[src/rtl/plane_fetch_pkg.sv]
// Shared types and constants for the per-plane video line fetcher.
package plane_fetch_pkg;

    typedef enum logic [1:0] {
        IDLE  = 2'd0,
        REQ   = 2'd1,
        GAP   = 2'd2,
        ABORT = 2'd3
    } fetch_state_t;

    localparam logic [3:0] CODING_CLUT8 = 4'b0001;
    localparam logic [3:0] CODING_CLUT7 = 4'b0011;

    function automatic logic [7:0] clut_index(input logic [7:0] pix_byte, input logic clut7);
        logic [7:0] idx;
        if (clut7) begin
            idx = {1'b0, pix_byte[6:0]};
        end else begin
            idx = pix_byte;
        end
        return idx;
    endfunction

endpackage

[src/rtl/plane_fetch_word_fifo.sv]
// Synchronous word FIFO with flush; the read word is visible on dout_o as soon
// as it is counted, i.e. the cycle after the push edge.
module word_fifo #(
    parameter int DEPTH = 8,
    parameter int WIDTH = 16
) (
    input  logic                       clk,
    input  logic                       reset_n,
    input  logic                       push_i,
    input  logic [WIDTH-1:0]           din_i,
    input  logic                       pop_i,
    input  logic                       flush_i,
    output logic [WIDTH-1:0]           dout_o,
    output logic [$clog2(DEPTH):0]     count_o,
    output logic                       empty_o,
    output logic                       full_o
);
    localparam int AW = $clog2(DEPTH);
    localparam int CW = AW + 1;

    logic [WIDTH-1:0] mem_q [DEPTH];
    logic [AW-1:0]    wr_q, wr_d;
    logic [AW-1:0]    rd_q, rd_d;
    logic [CW-1:0]    count_q, count_d;
    logic             do_push_s;
    logic             do_pop_s;

    assign empty_o   = (count_q == {CW{1'b0}});
    assign full_o    = (count_q == CW'(DEPTH));
    assign count_o   = count_q;
    assign dout_o    = mem_q[rd_q];
    assign do_push_s = push_i && !full_o;
    assign do_pop_s  = pop_i && !empty_o;

    // Pointer and occupancy next-state; flush discards any same-cycle push/pop.
    always_comb begin
        wr_d    = wr_q;
        rd_d    = rd_q;
        count_d = count_q;
        if (flush_i) begin
            wr_d    = {AW{1'b0}};
            rd_d    = {AW{1'b0}};
            count_d = {CW{1'b0}};
        end else begin
            wr_d    = do_push_s ? wr_q + {{(AW-1){1'b0}}, 1'b1} : wr_q;
            rd_d    = do_pop_s  ? rd_q + {{(AW-1){1'b0}}, 1'b1} : rd_q;
            count_d = count_q + {{(CW-1){1'b0}}, do_push_s} - {{(CW-1){1'b0}}, do_pop_s};
        end
    end

    // Pointer and occupancy registers.
    always_ff @(posedge clk or negedge reset_n) begin
        if (!reset_n) begin
            wr_q    <= {AW{1'b0}};
            rd_q    <= {AW{1'b0}};
            count_q <= {CW{1'b0}};
        end else begin
            wr_q    <= wr_d;
            rd_q    <= rd_d;
            count_q <= count_d;
        end
    end

    // Storage array; contents are don't-care while the FIFO is empty.
    always_ff @(posedge clk) begin
        if (do_push_s && !flush_i) begin
            mem_q[wr_q] <= din_i;
        end
    end

endmodule

[src/rtl/plane_fetch.sv]
// Per-plane line fetcher: reads 16-bit words over the as/bus_ack handshake and
// hands out one CLUT index per pixel strobe. Optional: PLANE_FETCH_UNDERFLOW_COUNT_EN.
module plane_fetch
    import plane_fetch_pkg::*;
#(
    parameter int FIFO_DEPTH = 8
) (
    input  logic        clk,
    input  logic        reset_n,
    input  logic        line_start,
    input  logic [21:0] line_address,
    input  logic [8:0]  line_words,
    input  logic [3:0]  coding_method,
    output logic [21:0] address,
    output logic        as,
    input  logic [15:0] din,
    input  logic        bus_ack,
    input  logic        pixel_strobe,
    output logic [7:0]  pixel_index,
    output logic        pixel_valid,
    output logic        underflow
`ifdef PLANE_FETCH_UNDERFLOW_COUNT_EN
    ,
    output logic [15:0] underflow_count
`endif
);
    localparam int CW = $clog2(FIFO_DEPTH) + 1;

    fetch_state_t    state_q, state_d;
    logic [20:0]     waddr_q, waddr_d;
    logic [8:0]      rem_q, rem_d;
    logic [20:0]     pend_waddr_q, pend_waddr_d;
    logic [8:0]      pend_words_q, pend_words_d;
    logic            pend_on_q, pend_on_d;
    logic            phase_q, phase_d;
    logic [7:0]      index_q, index_d;
    logic            valid_q, valid_d;
    logic            unf_q, unf_d;

    logic            fifo_push_s, fifo_pop_s, fifo_flush_s;
    logic            fifo_empty_s, fifo_full_s;
    logic [15:0]     fifo_dout_s;
    logic [CW-1:0]   fifo_count_s;

    logic            plane_on_s, clut7_s, line_pending_s;
    logic            apply_s, apply_to_gap_s, apply_on_s;
    logic [20:0]     apply_waddr_s;
    logic [8:0]      apply_words_s;
    logic [7:0]      pix_byte_s;

    assign plane_on_s     = (coding_method == CODING_CLUT8) || (coding_method == CODING_CLUT7);
    assign clut7_s        = (coding_method == CODING_CLUT7);
    assign line_pending_s = (rem_q != 9'd0) || (state_q == REQ) || (state_q == ABORT);
    assign pix_byte_s     = phase_q ? fifo_dout_s[7:0] : fifo_dout_s[15:8];

    assign address     = {waddr_q, 1'b0};
    assign as          = (state_q == REQ) || (state_q == ABORT);
    assign pixel_index = index_q;
    assign pixel_valid = valid_q;
    assign underflow   = unf_q;

    word_fifo #(
        .DEPTH (FIFO_DEPTH),
        .WIDTH (16)
    ) u_fifo (
        .clk     (clk),
        .reset_n (reset_n),
        .push_i  (fifo_push_s),
        .din_i   (din),
        .pop_i   (fifo_pop_s),
        .flush_i (fifo_flush_s),
        .dout_o  (fifo_dout_s),
        .count_o (fifo_count_s),
        .empty_o (fifo_empty_s),
        .full_o  (fifo_full_s)
    );

    // Fetch FSM, pixel unpacking and line (re)start handling.
    always_comb begin
        state_d        = state_q;
        waddr_d        = waddr_q;
        rem_d          = rem_q;
        pend_waddr_d   = pend_waddr_q;
        pend_words_d   = pend_words_q;
        pend_on_d      = pend_on_q;
        phase_d        = phase_q;
        index_d        = index_q;
        valid_d        = valid_q;
        unf_d          = unf_q;
        fifo_push_s    = 1'b0;
        fifo_pop_s     = 1'b0;
        fifo_flush_s   = 1'b0;
        apply_s        = 1'b0;
        apply_to_gap_s = 1'b0;
        apply_waddr_s  = line_address[21:1];
        apply_words_s  = line_words;
        apply_on_s     = plane_on_s;

        case (state_q)
            IDLE: begin
                apply_s = line_start;
            end
            GAP: begin
                if (line_start) begin
                    apply_s = 1'b1;
                end else if (rem_q == 9'd0) begin
                    state_d = IDLE;
                end else if (fifo_count_s < CW'(FIFO_DEPTH)) begin
                    state_d = REQ;
                end else begin
                    state_d = GAP;
                end
            end
            REQ: begin
                if (line_start) begin
                    pend_waddr_d = line_address[21:1];
                    pend_words_d = line_words;
                    pend_on_d    = plane_on_s;
                    if (bus_ack) begin
                        apply_s        = 1'b1;
                        apply_to_gap_s = 1'b1;
                    end else begin
                        state_d = ABORT;
                    end
                end else if (bus_ack) begin
                    fifo_push_s = 1'b1;
                    waddr_d     = waddr_q + 21'd1;
                    rem_d       = rem_q - 9'd1;
                    state_d     = GAP;
                end else begin
                    state_d = REQ;
                end
            end
            ABORT: begin
                // A newer line_start overrides the pending one; the acked word is dropped.
                if (line_start) begin
                    pend_waddr_d = line_address[21:1];
                    pend_words_d = line_words;
                    pend_on_d    = plane_on_s;
                end else begin
                    apply_waddr_s = pend_waddr_q;
                    apply_words_s = pend_words_q;
                    apply_on_s    = pend_on_q;
                end
                if (bus_ack) begin
                    apply_s        = 1'b1;
                    apply_to_gap_s = 1'b1;
                end else begin
                    state_d = ABORT;
                end
            end
            default: begin
                state_d = IDLE;
            end
        endcase

        if (pixel_strobe) begin
            if (plane_on_s && !fifo_empty_s) begin
                index_d    = clut_index(pix_byte_s, clut7_s);
                valid_d    = 1'b1;
                phase_d    = !phase_q;
                fifo_pop_s = phase_q;
            end else begin
                index_d = 8'h00;
                valid_d = 1'b0;
                unf_d   = unf_q | (plane_on_s && line_pending_s);
            end
        end else begin
            index_d = index_q;
        end

        if (line_start) begin
            unf_d = 1'b0;
        end else begin
            unf_d = unf_d;
        end

        // Coming out of ABORT as is still high, so it must pass through GAP first.
        if (apply_s) begin
            fifo_flush_s = 1'b1;
            phase_d      = 1'b0;
            if (apply_on_s && (apply_words_s != 9'd0)) begin
                waddr_d = apply_waddr_s;
                rem_d   = apply_words_s;
                state_d = apply_to_gap_s ? GAP : REQ;
            end else begin
                rem_d   = 9'd0;
                state_d = IDLE;
            end
        end else begin
            fifo_flush_s = 1'b0;
        end
    end

    // State and output registers.
    always_ff @(posedge clk or negedge reset_n) begin
        if (!reset_n) begin
            state_q      <= IDLE;
            waddr_q      <= 21'd0;
            rem_q        <= 9'd0;
            pend_waddr_q <= 21'd0;
            pend_words_q <= 9'd0;
            pend_on_q    <= 1'b0;
            phase_q      <= 1'b0;
            index_q      <= 8'h00;
            valid_q      <= 1'b0;
            unf_q        <= 1'b0;
        end else begin
            state_q      <= state_d;
            waddr_q      <= waddr_d;
            rem_q        <= rem_d;
            pend_waddr_q <= pend_waddr_d;
            pend_words_q <= pend_words_d;
            pend_on_q    <= pend_on_d;
            phase_q      <= phase_d;
            index_q      <= index_d;
            valid_q      <= valid_d;
            unf_q        <= unf_d;
        end
    end

`ifdef PLANE_FETCH_UNDERFLOW_COUNT_EN
    logic [15:0] ucount_q;
    logic        unf_hit_s;

    assign unf_hit_s       = pixel_strobe && plane_on_s && fifo_empty_s && line_pending_s;
    assign underflow_count = ucount_q;

    // Saturating count of underflowing strobes; only reset clears it.
    always_ff @(posedge clk or negedge reset_n) begin
        if (!reset_n) begin
            ucount_q <= 16'd0;
        end else if (unf_hit_s && (ucount_q != 16'hFFFF)) begin
            ucount_q <= ucount_q + 16'd1;
        end else begin
            ucount_q <= ucount_q;
        end
    end
`endif

endmodule
[config.mk]
export PLATFORM = sky130hd
export DESIGN_NAME = plane_fetch
export DESIGN_NICKNAME = d
export VERILOG_FILES = /design/src/rtl/plane_fetch_pkg.sv /design/src/rtl/plane_fetch_word_fifo.sv /design/src/rtl/plane_fetch.sv
export SDC_FILE = /design/constraint.sdc
export NUM_CORES = 1
export LEC_CHECK = 0
export CORE_AREA = 8 8 170 124
export DETAILED_ROUTE_END_ITERATION = 7
export DIE_AREA = 0 0 178 132
export PLACE_DENSITY_LB_ADDON = 0.15
export SLEW_MARGIN = 20
export SYNTH_ARGS = -nofsm -noshare
export SYNTH_HDL_FRONTEND = slang
export SYNTH_SLANG_ARGS = --single-unit
export TNS_END_PERCENT = 1
[constraint.sdc]
create_clock -name clk -period 2.8 [get_ports clk]
set_input_delay 0.42 -clock clk [delete_from_list [all_inputs] [get_ports clk]]
set_output_delay 0.42 -clock clk [all_outputs]
set_load 0.05 [all_outputs]
==> flow_metrics.py, run 1 <==
metrics = {
    "synthesis": {
        "synth-xor-area-share_pct": 2.35,
        "synth_flop_cell": "edfxtp_1",
        "synth_mux_area_share_pct": 14.5,
        "ys_top_cells_by_count": "128 x edfxtp_1, 84 x dfrtp_1, 35 x mux2_2, 35 x nand2_1, 32 x mux4_2",
        "seq_area_frac_synth_pct": 63.7,
        "synth-compound-area-share_pct": 6.13,
        "synth_top_family_by_area": "multiplexers",
        "synthCells": 627,
        "yosysMostFrequentCell": "edfxtp_1",
        "netlist_area_um2": 9330,
        "synth_seq_cells": 212,
        "yosys.cell_types.count": 61,
        "syn-num-nets": 694,
        "synthTopCellsByArea": "edfxtp_1 41%, dfrtp_1 23%, mux4_2 7.7%, mux2_2 4.2%, mux2i_1 2.6%",
        "synth_edf_count": 128,
        "synth_adder_area_share_pct": 1.56,
        "async_flop_share_pct": 39.6,
        "synth_top_area_share_pct": 41.2,
        "synthSimpleGateAreaFrac_pct": 8.89,
        "avgSynthCellArea_um2": 14.9,
        "ys_warn_count": 0,
        "synth_area_leader_cell": "edfxtp_1",
    },
    "setup_path": {
        "crit_required_ns": 3.17,
        "crit_type": "register to register",
        "reg2reg_slack_ns": 0.33,
        "start_kind": "register",
        "r2r_start": "u_fifo.count_o[3]",
        "path_max_fanout": 3,
        "crit_arrival_ns": 2.84,
        "end_kind": "register",
        "reg2reg_depth": 11,
        "reg2reg_to": "u_fifo.count_o[2]",
    },
    "route": {
        "wire_per_inst_um": 20.6,
        "viasPerCell": 5.65,
        "drc_errors": 0,
        "drt_iter0_drc": 356,
        "postRouteAntennaNets": 0,
        "first_pass_iters": 4,
        "vias": 5556,
        "finalWirelength_mm": 20.2,
    },
    "worst_hold_path": {
        "hp-class": "input port to async pin",
    },
    "clocking": {
        "clkTransAtPathRegs_ns": 0.06,
        "cts_hold_buf": 1,
        "clk_latency_ns": 0.50,
        "cts_buffers": 21,
        "cts_root_buffer": "clkbuf_16",
        "htreeDepth": 1,
        "post_cts_resized": 0,
        "cts.sinks": 212,
        "cts_setup_buffers": 0,
        "clk_path_buf_depth": 3,
        "cts_tree": "done",
    },
    "sta": {
        "finalSetupViolations": 0,
        "max_freq_mhz": 406,
        "drv_slew": 0,
        "slew_headroom_pct": 61.7,
        "final_hold_viol_count": 0,
        "rsz0062_at_grt": "no",
        "fin_crit_sh_pct": 88.0,
        "tightest_slew_ns": 0.574,
        "fin_crit_ns": 2.47,
        "fin_skew_ns": 0.0196,
    },
    "global_routing": {
        "grt_antenna_before_repair": 0,
        "gr-total-overflow": 0,
        "grt_use_met2_pct": 26.1,
        "grt_pass1_vias": 5677,
        "use_met1_pct": 26.0,
        "grt_pass1_wl_mm": 32.3,
        "grt_max_degree": 51,
        "grt_util_met3_pct": 3.29,
        "track_usage_pct": 17.4,
        "top_usage_layer": "met2",
    },
    "placed_design": {
        "place.gp.congestion": 0.801,
        "io_buffers": 86,
        "dpl.cell_count": 944,
        "hpwl_mm": 13.5,
    },
    "floorplan": {
        "io_pins": 89,
        "core-area_um2": 18400,
        "dieWidth_um": 178,
        "start_util_pct": 50.6,
        "die_area_um2": 23500,
        "rows": 42,
        "die_h_um": 132,
    },
    "power": {
        "p_total_mw": 9.28,
        "p_leak_nw": 4.04,
        "peakVddDrop_mv": 0.870,
        "p_per_area_nw_per_um2": 824,
    },
    "run": {
        "cap_viol_max_count": 0,
    },
    "final_layout": {
        "stdcell_count": 983,
        "num_antenna_cells": 0,
        "area_delta_synth_final_pct": 20.6,
        "drive_gt1_share_pct": 19.3,
        "layout.nets": 793,
    },
    "outcome": {
        "status": "finished clean",
    },
}
power by group:
group	internal, mW	switching (mW)	total [mW]	leakage (nW)
Clock	1.49	1.12	2.61	0.310
Combinational	1.00	1.37	2.37	1.54
Sequential	3.83	0.469	4.30	2.19
placed cells by master, fill, tap and decap left out, types with 18 or more instances in the layout:
master and count:
buf_4 23, a211oi_1 19, nor2_1 18, mux4_2 32
edfxtp_1 128, nand2_1 35, mux2_2 35, clkbuf_16 21
clkdlybuf4s50_1 85, a21oi_1 27, dfrtp_1 83, and2_1 19
mux2i_1 24
worst max-delay path, cell delays in order, from the launching register on:
cell and delay, ns:
dfrtp_1 0.39, inv_1 0.09, ha_1 0.16, nor3b_1 0.28
nand4b_1 0.18, inv_1 0.08, ha_1 0.27, inv_1 0.04
ha_1 0.21, fa_1 0.39, xnor2_1 0.20, nor2_1 0.06
routing by layer:
layer,vias up,share of wire (%)
li1,2592,-
met1,2829,48
met2,116,46
met3,19,5.0
met4,0,1.2
met5,-,0
registers in the layout, indices dropped and copies added, names as in the netlist:
| name | flops |
|---|---|
| u_fifo.mem_q | 128 |
| u_fifo.count_o | 4 |
| underflow | 1 |
| pend_on_q | 1 |
| u_fifo.wr_q | 3 |
| rem_q | 9 |
| u_fifo.rd_q | 3 |
| waddr_q | 21 |
| pixel_index | 8 |
| state_q | 2 |
| pend_words_q | 9 |
| pend_waddr_q | 21 |
| pixel_valid | 1 |
| phase_q | 1 |
through the flow:
stage / instance area [um^2] / util, % / setup TNS, ns / worst slack (ns) / hold WS [ns]
after detailed placement: 10600 / 57.5 / 0 / 0.164 / 0.460
after global routing: 11300 / 61.0 / 0 / 0.191 / 0.512
final: 11300 / 61.0 / 0 / 0.335 / 0.473
after floorplan: 9340 / - / -2.03 / -0.102 / 0.124
after global placement: 10600 / 57.5 / 0 / 0.238 / 0.454
after CTS: 11300 / 61.0 / 0 / 0.318 / 0.479
cell families (layout without fill, tap and decap cells):
family          after synthesis  after routing
compound gates               88             88
xor+xnor                     25             25
fa+ha+maj                    11             11
buf+inv                      56            170
flops                       212            212
mux                          91             91
other cells                   1              1
simple gates                143            143
worst max path at each step:
| stage | startpoint | depth (start not counted) | slack, ns | endpoint |
|---|---|---|---|---|
| final | u_fifo.count_o[3] | 11 | 0.33 | u_fifo.count_o[2] |
| after global routing | u_fifo.count_o[2] | 11 | 0.19 | u_fifo.count_o[2] |
| after CTS | u_fifo.count_o[3] | 11 | 0.32 | u_fifo.count_o[2] |
| after detailed placement | bus_ack | 6 | 0.16 | u_fifo.mem_q[4][10] |
| after global placement | bus_ack | 6 | 0.24 | u_fifo.mem_q[4][9] |
| after floorplan | state_q[1] | 6 | -0.10 | u_fifo.mem_q[3][0] |
layout make-up:
| type | instances | area, um^2 |
|---|---|---|
| fillers | 1388 | 7190 |
| flip-flops and latches | 212 | 5950 |
| multi-input cells | 359 | 3150 |
| repair buffers | 115 | 1150 |
| clock buffers | 34 | 608 |
| well taps | 242 | 303 |
| inverters | 17 | 63.8 |
| clock inverters | 4 | 26.3 |
Note: power is estimated with default switching activity, not from simulation.
==> run 2, diff against run 1 <==
Settings changed: CELL_PAD_IN_SITES_DETAIL_PLACEMENT from default to 1, CELL_PAD_IN_SITES_GLOBAL_PLACEMENT from default to 1, CORE_AREA 8 8 170 124 to 8 8 186 135, DIE_AREA 0 0 178 132 to 0 0 194 143, HOLD_SLACK_MARGIN from default to 0.15.
==> flow_metrics.py, run 2 (synthesized netlist as in run 1, its figures left out) <==
metrics = {
    "floorplan": {
        "dieWidth_um": 194,
        "die_h_um": 143,
        "die_area_um2": 27700,
        "io_pins": 89,
        "start_util_pct": 42.0,
        "core-area_um2": 22200,
        "rows": 46,
    },
    "route": {
        "dr_wl_met2_mm": 10.4,
        "viasPerCell": 5.48,
        "wire_per_inst_um": 21.8,
        "first_pass_iters": 4,
        "finalWirelength_mm": 22.4,
        "route.met3.wl_um": 700,
        "vias": 5637,
        "postRouteAntennaNets": 0,
        "drt_iter0_drc": 357,
        "top_layer": "met4",
        "drc_errors": 0,
        "wl_met1_mm": 10.8,
    },
    "global_routing": {
        "grt_pass1_wl_mm": 35.3,
        "gr-total-overflow": 0,
        "track_usage_pct": 16.2,
        "grt_pass1_vias": 6025,
        "grt_max_degree": 51,
        "grt_antenna_before_repair": 0,
    },
    "sta": {
        "fin_crit_ns": 2.57,
        "finalSetupViolations": 0,
        "tightest_slew_ns": 0.655,
        "max_freq_mhz": 389,
        "fin_skew_ns": 0.00830,
        "hold_slack_ns": 0.492,
        "drv_slew": 0,
        "fin_crit_sh_pct": 91.7,
        "final_hold_viol_count": 0,
        "slew_headroom_pct": 56.3,
        "rsz0062_at_grt": "no",
    },
    "setup_path": {
        "path_max_fanout": 3,
        "max_stage_delay_ns": 0.40,
        "start_kind": "register",
        "end_kind": "register",
        "cp_cell_sequence": "inv_1, ha_1, nor3b_1, nand4b_1, inv_1, ha_1, inv_1, ha_1, fa_1, xnor2_1, nor2_1",
        "crit_type": "register to register",
        "crit_arrival_ns": 2.95,
        "crit_required_ns": 3.18,
        "cp_slowest_cell": "dfrtp_1",
    },
    "final_layout": {
        "layout_common_cells": "128 x edfxtp_1, 85 x clkdlybuf4s50_1, 83 x dfrtp_1",
        "area_delta_synth_final_pct": 23.1,
        "layout.nets": 791,
        "regMostFlops": "u_fifo.mem_q",
        "num_antenna_cells": 0,
        "postLayoutCoreUtil_pct": 51.7,
        "largest_register_ffs": 128,
        "drive_gt1_share_pct": 19.9,
        "reg_top3": "u_fifo.mem_q (128), pend_waddr_q (21), waddr_q (21)",
        "mostFrequentLayoutCell": "edfxtp_1",
    },
    "clocking": {
        "htreeDepth": 1,
        "cts_tree": "done",
        "clk_path_buf_depth": 3,
        "clk_latency_ns": 0.50,
        "post_cts_resized": 0,
        "clkTransAtPathRegs_ns": 0.06,
        "cts_root_buffer": "clkbuf_16",
        "cts.sinks": 212,
        "cts_buffers": 22,
    },
    "placed_design": {
        "hpwl_mm": 15.0,
        "io_buffers": 86,
        "place.gp.congestion": 0.778,
    },
    "power": {
        "p_leak_nw": 4.10,
        "peakVddDrop_mv": 0.467,
        "p_total_mw": 9.85,
        "p_per_area_nw_per_um2": 858,
    },
    "run": {
        "cap_viol_max_count": 0,
    },
    "outcome": {
        "status": "finished clean",
    },
    "worst_hold_path": {
        "hp-class": "input port to async pin",
    },
}
run 2: path summary, 6_finish.rpt:
| path | startpoint | endpoint | slack (ns) | depth (start not counted) |
|---|---|---|---|---|
| worst max-delay path | u_fifo.count_o[3] | u_fifo.count_o[2] | 0.23 | 11 |
| worst min-delay path | reset_n | pend_on_q | 0.49 | 2 |
| worst max register to register | u_fifo.count_o[3] | u_fifo.count_o[2] | 0.23 | 11 |
| worst min register to register | pend_waddr_q[19] | pend_waddr_q[19] | 0.50 | 1 |
| max in group asynchronous | reset_n | pend_waddr_q[13] | 1.66 | 3 |
| min in group clk | pend_waddr_q[19] | pend_waddr_q[19] | 0.50 | 1 |
run 2: critical path: cells and delay by family (launching register included):
| family | cells | cell delay, ns |
|---|---|---|
| fa+ha+maj | 4 | 1.03 |
| simple gates | 3 | 0.61 |
| flops | 1 | 0.40 |
| buf+inv | 3 | 0.22 |
| xor+xnor | 1 | 0.19 |
run 2: power breakdown:
group	total, mW	internal [mW]	switching, mW
Clock	3.13	1.93	1.20
Sequential	4.31	3.83	0.477
Combinational	2.42	1.01	1.41
Total	9.85	6.77	3.09
run 2: area by class of cell:
type                    count  area (um^2)
repair buffers            112         1180
flip-flops and latches    212         5950
inverters                  17         63.8
well taps                 288          360
clock inverters            11          166
multi-input cells         359         3150
fillers                  2157        10700
clock buffers              29          618
run 2: metrics by stage:
step / setup TNS [ns] / area [um^2] / instances / worst slack [ns]
4_1_cts: 0 / 11500 / 1028 / 0.204
3_5_place_dp: 0 / 10700 / 987 / 0.147
3_3_place_gp: 0 / 10700 / 987 / 0.199
2_1_floorplan: -2.03 / 9340 / 627 / -0.102
5_1_grt: 0 / 11500 / 1028 / 0.0255
6_report: 0 / 11500 / 1028 / 0.232
run 2: what timing repair did:
item / in CTS / in global routing
buffers inserted: 0 / 0
setup endpoints to repair: 0 / 0
hold endpoints to repair: 44 / 0
hold buffers: 1 / 0
run 2: per-layer routing:
metal  up-vias  track usage, %
met5         -               0
met4         0            4.09
met3        30            2.26
met2       101            25.7
met1      2925            23.3
li1       2581               -
==> run 3, diff against run 2 <==
Settings changed: CORE_AREA 8 8 186 135 to 2 2 180 129, DIE_AREA 0 0 194 143 to 0 0 182 131.
==> flow_metrics.py, run 3 (synthesized netlist as in run 1, its figures left out) <==
metrics = {
    "outcome": {
        "status": "finished clean",
    },
    "placed_design": {
        "placed_cell_area_um2": 10700,
        "hpwl_mm": 14.9,
        "place.gp.congestion": 0.811,
        "dpl.cell_count": 989,
        "io_buffers": 86,
    },
    "final_layout": {
        "regMostFlops": "u_fifo.mem_q",
        "num_antenna_cells": 0,
        "layout_common_cells": "128 x edfxtp_1, 85 x clkdlybuf4s50_1, 83 x dfrtp_1",
        "area_delta_synth_final_pct": 22.5,
        "mostFrequentLayoutCell": "edfxtp_1",
        "largest_register_ffs": 128,
        "stdcell_count": 1032,
        "layout.nets": 794,
        "reg_top3": "u_fifo.mem_q (128), pend_waddr_q (21), waddr_q (21)",
        "drive_gt1_share_pct": 19.2,
        "finalInstanceArea_um2": 11400,
    },
    "power": {
        "p_leak_nw": 4.08,
        "p_per_area_nw_per_um2": 844,
        "peakVddDrop_mv": 0.424,
    },
    "floorplan": {
        "die_area_um2": 23800,
        "dieWidth_um": 182,
        "io_pins": 89,
        "die_h_um": 131,
        "core-area_um2": 22200,
        "rows": 46,
        "start_util_pct": 42.0,
    },
    "global_routing": {
        "grt_pass1_wl_mm": 35.6,
        "track_usage_pct": 19.7,
        "gr-total-overflow": 0,
        "grt_antenna_before_repair": 0,
        "grt_pass1_vias": 6038,
        "grt_max_degree": 51,
    },
    "sta": {
        "max_freq_mhz": 390,
        "fin_crit_ns": 2.57,
        "fin_skew_ns": 0.00928,
        "final_hold_viol_count": 0,
        "tightest_slew_ns": 0.675,
        "rsz0062_at_grt": "no",
        "fin_crit_sh_pct": 91.6,
        "drv_slew": 0,
        "finalSetupViolations": 0,
        "slew_headroom_pct": 55.0,
    },
    "setup_path": {
        "end_kind": "register",
        "crit_required_ns": 3.19,
        "crit_type": "register to register",
        "path_max_fanout": 3,
        "crit_start": "u_fifo.count_o[3]",
        "r2r_start": "u_fifo.count_o[3]",
        "crit_arrival_ns": 2.96,
        "reg2reg_depth": 11,
        "crit_path_end": "u_fifo.count_o[2]",
        "reg2reg_slack_ns": 0.23,
        "reg2reg_to": "u_fifo.count_o[2]",
        "start_kind": "register",
    },
    "route": {
        "vias": 5668,
        "first_pass_iters": 4,
        "drc_errors": 0,
        "postRouteAntennaNets": 0,
        "drt_iter0_drc": 287,
        "finalWirelength_mm": 22.5,
        "wire_per_inst_um": 21.8,
        "viasPerCell": 5.49,
    },
    "clocking": {
        "clk_path_buf_depth": 3,
        "htreeDepth": 1,
        "clk_latency_ns": 0.51,
        "cts_buffers": 23,
        "cts_hold_buf": 1,
        "post_cts_resized": 0,
        "clkTransAtPathRegs_ns": 0.06,
        "cts.sinks": 212,
        "cts_tree": "done",
        "cts_root_buffer": "clkbuf_16",
        "cts_setup_buffers": 0,
    },
    "worst_hold_path": {
        "hp-class": "input port to async pin",
    },
    "run": {
        "cap_viol_max_count": 0,
    },
}
==> run 3: stage by stage <==
step / hold slack, ns / utilization [%] / worst slack [ns] / power [mW] / setup TNS (ns)
2_1_floorplan: 0.124 / - / -0.102 / 5.91 / -2.03
3_3_place_gp: 0.441 / 48.2 / 0.248 / 6.66 / 0
3_5_place_dp: 0.446 / 48.2 / 0.194 / 6.80 / 0
4_1_cts: 0.458 / 51.5 / 0.174 / 9.75 / 0
5_1_grt: 0.481 / 51.5 / 0.0658 / 10.1 / 0
6_report: 0.440 / 51.5 / 0.234 / 9.65 / 0
==> run 3: area by class of cell <==
| class | instances | area [um^2] |
|---|---|---|
| inverter | 17 | 63.8 |
| clock inverter | 10 | 106 |
| multi-input combinational | 359 | 3150 |
| fill | 2171 | 10800 |
| clock buffer | 32 | 609 |
| tap | 288 | 360 |
| timing repair buffer | 114 | 1200 |
| sequential | 212 | 5950 |
==> run 3: critical path, cell delays in order (launching register included) <==
cell and delay (ns):
dfrtp_1 0.40, inv_1 0.11, ha_1 0.17, nor3b_1 0.34
nand4b_1 0.20, inv_1 0.10, ha_1 0.27, inv_1 0.04
ha_1 0.22, fa_1 0.39, xnor2_1 0.17, nor2_1 0.05
==> run 3: worst min path at each step <==
| stage | endpoint | cells past startpoint | slack (ns) |
|---|---|---|---|
| 2_1_floorplan | pend_on_q | 0 | 0.12 |
| 3_3_place_gp | pend_words_q[1] | 1 | 0.44 |
| 3_5_place_dp | pend_words_q[0] | 1 | 0.45 |
| 4_1_cts | underflow | 2 | 0.46 |
| 5_1_grt | underflow | 2 | 0.48 |
| 6_report | rem_q[8] | 2 | 0.44 |
==> run 3: where the power goes <==
group          switching (mW)  leakage (nW)  internal, mW  total (mW)
clock network            1.22         0.345          1.71        2.92
logic                    1.41          1.54          1.01        2.41
registers               0.487          2.19          3.83        4.32
==> run 3: per-layer routing <==
| metal | vias to the layer above | track usage [%] | routed length [um] |
|---|---|---|---|
| met5 | - | 0 | 0 |
| met4 | 0 | 4.93 | 516 |
| met3 | 35 | 2.80 | 815 |
| met2 | 103 | 32.0 | 10500 |
| met1 | 2946 | 28.2 | 10700 |
| li1 | 2584 | - | - |
